## src/rtl/free_list_ctrl.sv

```systemverilog
// free_list_ctrl: physical-register free list for the rename stage.
// Circular FIFO of free tags with a speculative head (dispatch), an
// architectural head (retire) and a tail (reclaim). On branch_haz the
// speculative head snaps back to the architectural head.
// Optional macro FREE_LIST_DBL_FREE_CHECK_EN adds double-free filtering
// and the sticky dbl_free_err flag.
module free_list_ctrl #(
  parameter int N_WAY     = 2,
  parameter int PR_COUNT  = 64,
  parameter int PR_BITS   = 6,
  parameter int ARCH_REGS = 32
) (
  input  logic                       clock,
  input  logic                       reset,
  input  logic [N_WAY-1:0]           dis_req,
  input  logic                       dis_stall,
  output logic [N_WAY*PR_BITS-1:0]   pr_freelist,
  output logic                       alloc_ok,
  input  logic [N_WAY-1:0]           ret_valid,
  input  logic [N_WAY-1:0]           ret_alloc,
  input  logic [N_WAY*PR_BITS-1:0]   ret_told,
  input  logic                       branch_haz,
  output logic [PR_BITS:0]           free_count,
  output logic                       dbl_free_err
);

  localparam int CW        = PR_BITS + 1;
  localparam int INIT_FREE = PR_COUNT - ARCH_REGS - 1;

  logic [PR_BITS-1:0] r_entry [PR_COUNT];
  logic [PR_BITS-1:0] r_head, r_arch_head, r_tail;
  logic [PR_BITS:0]   r_count;

  logic [PR_BITS-1:0] w_told      [N_WAY];
  logic [PR_BITS-1:0] w_alloc_tag [N_WAY];
  logic [PR_BITS-1:0] w_push_idx  [N_WAY];
  logic [N_WAY-1:0]   w_push_cand, w_push;
  logic [PR_BITS:0]   w_req_cnt, w_push_cnt, w_ret_alloc_cnt;
  logic               w_alloc_ok, w_fire;
  logic [PR_BITS-1:0] w_new_head, w_rec_free;

  genvar g;
  generate
    for (g = 0; g < N_WAY; g++) begin : g_lane
      assign w_told[g]      = ret_told[g*PR_BITS +: PR_BITS];
      // tags 0/1 are the hardwired x0 mapping and never return to the list
      assign w_push_cand[g] = ret_valid[g] && (w_told[g] > PR_BITS'(1));
    end
  endgenerate

  // compact requesting slots onto consecutive entries from head
  always_comb begin
    w_req_cnt = '0;
    for (int n = 0; n < N_WAY; n++) begin
      w_alloc_tag[n] = r_entry[r_head + w_req_cnt[PR_BITS-1:0]];
      if (dis_req[n]) w_req_cnt = w_req_cnt + CW'(1);
    end
  end

  assign w_alloc_ok = reset && !branch_haz && (r_count >= w_req_cnt);
  assign w_fire     = w_alloc_ok && !dis_stall;
  assign alloc_ok   = w_alloc_ok;
  assign free_count = r_count;

  // offered tags, zeroed for idle slots or a refused allocation
  always_comb begin
    pr_freelist = '0;
    for (int n = 0; n < N_WAY; n++)
      if (w_alloc_ok && dis_req[n]) pr_freelist[n*PR_BITS +: PR_BITS] = w_alloc_tag[n];
  end

`ifdef FREE_LIST_DBL_FREE_CHECK_EN
  logic [PR_COUNT-1:0] r_is_free, w_is_free_nxt;
  logic                r_dbl_err, w_dbl_hit, w_dup;

  // drop pushes of tags already free or repeated earlier in the same cycle
  always_comb begin
    w_push    = '0;
    w_dbl_hit = 1'b0;
    w_dup     = 1'b0;
    for (int n = 0; n < N_WAY; n++) begin
      w_dup = 1'b0;
      for (int m = 0; m < n; m++)
        if (w_push[m] && (w_told[m] == w_told[n])) w_dup = 1'b1;
      w_push[n] = w_push_cand[n] && !r_is_free[w_told[n]] && !w_dup;
      if (w_push_cand[n] && !w_push[n]) w_dbl_hit = 1'b1;
    end
  end

  // free-tag vector: rebuilt from the surviving FIFO span on recovery
  always_comb begin
    if (branch_haz) begin
      w_is_free_nxt = '0;
      for (int i = 0; i < PR_COUNT; i++)
        if (PR_BITS'(PR_BITS'(i) - w_new_head) < w_rec_free)
          w_is_free_nxt[r_entry[i]] = 1'b1;
    end else begin
      w_is_free_nxt = r_is_free;
      if (w_fire)
        for (int n = 0; n < N_WAY; n++)
          if (dis_req[n]) w_is_free_nxt[w_alloc_tag[n]] = 1'b0;
    end
    for (int n = 0; n < N_WAY; n++)
      if (w_push[n]) w_is_free_nxt[w_told[n]] = 1'b1;
  end

  // free vector and sticky error flag
  always_ff @(posedge clock) begin
    if (!reset) begin
      for (int i = 0; i < PR_COUNT; i++) r_is_free[i] <= (i > ARCH_REGS);
      r_dbl_err <= 1'b0;
    end else begin
      r_is_free <= w_is_free_nxt;
      r_dbl_err <= r_dbl_err | w_dbl_hit;
    end
  end

  assign dbl_free_err = r_dbl_err;
`else
  assign w_push       = w_push_cand;
  assign dbl_free_err = 1'b0;
`endif

  // compact accepted pushes from tail; count retire-side allocations
  always_comb begin
    w_push_cnt      = '0;
    w_ret_alloc_cnt = '0;
    for (int n = 0; n < N_WAY; n++) begin
      w_push_idx[n] = r_tail + w_push_cnt[PR_BITS-1:0];
      if (w_push[n]) w_push_cnt = w_push_cnt + CW'(1);
      if (ret_valid[n] && ret_alloc[n]) w_ret_alloc_cnt = w_ret_alloc_cnt + CW'(1);
    end
  end

  // recovery: everything popped but not retired goes back on the list
  assign w_new_head = r_arch_head + w_ret_alloc_cnt[PR_BITS-1:0];
  assign w_rec_free = r_tail - w_new_head;

  // pointers, count and tag storage
  always_ff @(posedge clock) begin
    if (!reset) begin
      for (int i = 0; i < PR_COUNT; i++)
        r_entry[i] <= (i < INIT_FREE) ? PR_BITS'(i + ARCH_REGS + 1) : '0;
      r_head      <= '0;
      r_arch_head <= '0;
      r_tail      <= PR_BITS'(INIT_FREE);
      r_count     <= CW'(INIT_FREE);
    end else begin
      for (int n = 0; n < N_WAY; n++)
        if (w_push[n]) r_entry[w_push_idx[n]] <= w_told[n];
      r_tail      <= r_tail + w_push_cnt[PR_BITS-1:0];
      r_arch_head <= w_new_head;
      if (branch_haz) begin
        r_head  <= w_new_head;
        r_count <= {1'b0, w_rec_free} + w_push_cnt;
      end else begin
        if (w_fire) r_head <= r_head + w_req_cnt[PR_BITS-1:0];
        r_count <= r_count - (w_fire ? w_req_cnt : CW'(0)) + w_push_cnt;
      end
    end
  end

endmodule

```

## config.mk

```make
export PLATFORM = sky130hd
export DESIGN_NAME = free_list_ctrl
export DESIGN_NICKNAME = d
export VERILOG_FILES = /design/src/rtl/free_list_ctrl.sv
export SDC_FILE = /design/constraint.sdc
export NUM_CORES = 1
export LEC_CHECK = 0
export CORE_UTILIZATION = 55
export DETAILED_ROUTE_END_ITERATION = 8
export GPL_ROUTABILITY_DRIVEN = 0
export MAX_ROUTING_LAYER = met4
export PLACE_DENSITY = 0.72
export SYNTH_ARGS = -nofsm -noshare
export SYNTH_HDL_FRONTEND = slang
export SYNTH_SLANG_ARGS = --single-unit
```

## constraint.sdc

```tcl
create_clock -name clock -period 13 [get_ports clock]
set_clock_uncertainty 0.05 [all_clocks]
set_input_delay 2.6 -clock clock [delete_from_list [all_inputs] [get_ports clock]]
set_output_delay 2.6 -clock clock [all_outputs]
set_load 0.01 [all_outputs]
```

* After elaboration in Yosys (flattened, before gate mapping)
Memory sizes are Yosys's and may differ from the RTL's. A register that Yosys moved wholly into a read port is not among the register bits. Cells that the tools add are included.
Operators by class: $add $sub $neg 12, $lt $le $gt $ge 3, muxes and demuxes 27, reductions and logical operators 14
Operators with widths (count):
- $mux W6 | 11
- $add A6 B6 Y6 | 5
- $mux W7 | 4
- $add A7 B1 Y7 const B | 2
- $gt A6 B1 Y1 const B | 2
- $mux W1 | 12
- $reduce_or A6 Y1 | 2
- $logic_and A1 B1 Y1 | 9
- $add A6 B7 Y7 | 1
- $add A7 B7 Y7 | 1
- $ge A7 B7 Y1 | 1
- $sub A7 B7 Y7 | 1
- $sub A6 B6 Y6 | 1
- $add A1 B1 Y2 const B | 1
- $logic_not A1 Y1 | 2
- $reduce_bool A2 Y1 | 1
Word-level totals: register bits after elaboration 25, memory bits (writable) 384, input bits 22, output and inout port bits 21, logic and storage cells 61, memories kept 1
Memories:
- r_entry | words 64, bits a word 6, rd ports 2, clocked after Yosys merged registers in 1, write ports 64, line 30 | logic [PR_BITS-1:0] r_entry [PR_COUNT];

* Depth between registers and ports, before layout
word-level depth 10, depth in mapped cells 17, gate-level depth less buffers 17

* Worst setup path before layout
Ideal clock, no wire load.
path kind input port to output port, start point input dis_req[0], end point output pr_freelist[11], data arrival time 4.859 ns, slack 5.491 ns, stages 9, buffers on the path 2, cells stage by stage ha_1 > ha_1 > clkbuf_1 > xnor2_1 > clkbuf_1 > mux4_2 > mux2i_1 > nor2_1 > a41o_1
Between the ends: word-level cells in the longest chain between the ends 7, elaborated cells on any way between the ends 9
Ends and longest elaborated chain:
- from (decl) | line 15 | input logic [N_WAY-1:0] dis_req,
- $mux W1 (*) | line 56 | if (dis_req[n]) w_req_cnt = w_req_cnt + CW'(1);
- $add A7 B1 Y7 | line 56
- $mux W7 | line 56
- $ge A7 B7 Y1 | line 60 | assign w_alloc_ok = reset && !branch_haz && (r_count >= w_req_cnt);
- $logic_and A1 B1 Y1 | line 60
- $logic_and A1 B1 Y1 | line 69 | if (w_alloc_ok && dis_req[n]) pr_freelist[n*PR_BITS +: PR_BITS] = w_alloc_tag[n];
- $mux W6 (*) | line 69
- to (decl) | line 17 | output logic [N_WAY*PR_BITS-1:0] pr_freelist,
Every way passes the cells marked *; elsewhere a longest branch is shown, timed or not.

* Worst setup path after layout
start point input dis_req[0], end point output pr_freelist[8]
Same word-level chain as after synthesis.

==> impl_metrics.toml <==
[synth]
synth_compound_area_frac = 0.1417
synth-adder-area-share = 0.02184
synthesis.area_sq_um = 26470
ys_seq_area_frac = 0.4591
synth_top_cell_area_share = 0.4356
avgSynthCellArea_sq_um = 12.22
netlist_top_cells_area = "edfxtp_1 (44%), mux4_2 (17%), a22o_1 (5.6%), nand2_1 (2.6%), dfxtp_1 (2.3%)"
yosysTopAreaCell = "edfxtp_1"
synthMuxAreaShare = 0.1940
syn_inst = 2166
synth-simple-area-share = 0.1316
ys_warn_count = 0
synth_ff_type = "edfxtp_1"
synth_top_family_by_area = "multiplexers"
syn_nets = 2230
ys_ff_latch = 415
synth_xor_xnor_area_share = 0.009407
synthArstFlopShare = 0
yosysUniqueCellTypes = 79
synth-edff-count = 384

[sta]
setup_viol = 0
clock.fmax_mhz = 101.1
period_minus_slack_ns = 9.893
post-route-period-util = 0.7610
hold_slack_ns = 0.5655
tightest_slew_ns = 1.531
tns_ns = 0
slew_headroom = -0.02441
hold_viol = 0
rsz0062_at_grt = "false"
slew_viol_final = 10

[setup_path]
crit_chain = "clkdlybuf4s50_1 > ha_4 > buf_4 > mux4_2 > mux4_2 > mux2i_1 > nor2_1 > a41o_1 > clkdlybuf4s50_1"
cp-end-kind = "primary output"
critPathMaxStageDelay_ns = 0.78
critical_path_peak_fanout = 36
critPathTopFamily = "multiplexers"
cp_data_arrival_time_ns = 7.24
crit_buf_inv = 3
critPathLaunchType = "input pin"
reg2regPathDepth = 7
cp_slowest_cell = "ha_4"
critPathRequiredTime_ns = 10.35
r2r_slack_ns = 8.47
timing.rr.end = "r_entry[15][3]"
critical_path_class = "input pin to primary output"
r2r_start = "r_tail[0]"

[drt]
drtIter0Drc = 3680
wire_per_inst_um = 33.77
antenna_left = 0
remaining_drc_errors = 0
routed_wl_um = 92390
dr.pass1.iters = 8
via_per_inst = 7.772
dr_total_vias = 21265

[grt]
grt_pass1_vias = 20167
grt_overflow = 0
antenna_found_initial = 5
grt_max_degree = 67
grt_pass1_wl_um = 133300
grt_usage = 0.3849

[floorplanning]
rows = 80
initial_core_util = 0.5555
fp.dieH_um = 221.4
die_x_um = 221.4
fp.coreArea_sq_um = 47650
die_area_sq_um = 49010
ioPinCount = 43

[cts]
cts_root_buffer = "clkbuf_16"
path_clk_slew_ns = 0.05
cts_tree = "yes"
clk_latency_ns = 0.59
ctsLongestPathBuffers = 3
cts_made_buffers = 45
post_cts_resized = 0
post-cts-setup-buffers = 0
h-tree-depth = 2
cts_hold_buf = 0
cts.sinks = 415

[outcome]
status = "complete, but fails checks"
violations = "max-capacitance violations, max-slew violations"

[placement]
dp_hpwl_um = 60570
portBuffers = 41
dp.cells = 2649

[worst_hold_path]
holdPathStages = 2
hold_path.class = "register to register"
worstHoldStart = "r_head[5]"

[final_layout]
stdcell_count = 2736
final_common_cell = "edfxtp_1"
fill_cells = 3701
drive_gt1_frac = 0.2123
mostFrequentLayoutCells = "edfxtp_1 (384), mux4_2 (203), nand2_1 (186)"
regArea_sq_um = 12160
area_growth_pct = 7.894
final_nets = 2145
multiInputGateArea_sq_um = 13260
fin_util = 0.5994

[run]
drv_cap = 1

[power]
p_per_area_nw_per_um2 = 141.0
leakage_nw = 8.995
ir_drop_v = 0.0001184
power.total_mw = 4.028
## tightest hold or removal path: stages (launching register included)
cell	delay [ns]
dfxtp_1	0.32
xnor2_1	0.16
a21oi_1	0.08
## layout make-up
type                    count  share of cell area
diodes                      6           0.0005257
inverters                  42            0.005520
flip-flops and latches    415              0.4258
repair buffers             88             0.02489
clock buffers              53             0.04158
well taps                 615             0.02694
multi-input cells        1489              0.4641
clock inverters            28             0.01060
## stage by stage
step	worst slack (ns)	instance area, sq um
finish	3.107	28560
detailed placement	3.354	27050
floorplan	5.491	26470
CTS	3.341	28540
global route	2.990	28560
global placement	3.410	27050
## cells by family (layout without fill, tap and decap cells)
group	count (synthesis)	in the layout
simple gates	653	653
compound gates	510	510
flops	415	415
buf+inv	262	211
mux	257	257
fa+ha+maj	42	42
xor+xnor	26	26
other cells	1	7
## flip-flops by register name, summed over array words and instances (netlist names), named ones only
signal and cells:
r_entry 384, free_count 7, r_tail 6, r_head 6, r_arch_head 6
## where the power goes
part           total [mW]  leakage [nW]  internal [mW]  switching, mW
Combinational        1.08          4.44          0.396          0.683
Sequential           1.62          3.84           1.53         0.0873
Clock                1.33         0.717          0.772          0.557
Total                4.03          8.99           2.70           1.33
## layer usage
| layer | vias to the layer above | GRT usage | part of all wire |
|---|---|---|---|
| li1 | 8480 | - | - |
| met1 | 10266 | 0.4808 | 0.33 |
| met2 | 2020 | 0.5447 | 0.43 |
| met3 | 499 | 0.1204 | 0.17 |
| met4 | 0 | 0.2420 | 0.075 |
| met5 | - | - | 0 |
## how the worst max path moves through the flow
stage	slack [ns]	to	start	cells after the start
floorplan	5.49	pr_freelist[11]	dis_req[0]	9
global placement	3.41	pr_freelist[8]	dis_req[0]	9
detailed placement	3.35	pr_freelist[8]	dis_req[0]	9
CTS	3.34	pr_freelist[6]	dis_req[0]	9
global route	2.99	pr_freelist[8]	dis_req[0]	9
finish	3.11	pr_freelist[8]	dis_req[0]	9
## synthesized netlist by cell type (7+ instances only)
library cell  number
nor2b_1           15
a21oi_1           77
nor2_2            24
buf_2             60
dfxtp_1           31
buf_4             14
buf_1             15
edfxtp_1         384
xor2_1             8
or3_1             14
nor3_1            95
nand3b_1          50
inv_1             41
nand2_1          186
mux2i_1           35
or2_2              7
a22oi_1           10
o221ai_1           8
nand2b_1          10
o22ai_1           34
xnor2_1           16
ha_1              35
nor2_1            55
clkbuf_1         130
mux2_2            19
mux4_2           203
a2bb2oi_1         35
nand3_1          118
o21a_1             7
nor3_2            45
a22o_1           169
fa_1               7
and2_1            12
o31ai_1            9
o21ai_0           92
a211oi_1           8
(Power assumes the default switching activity.)
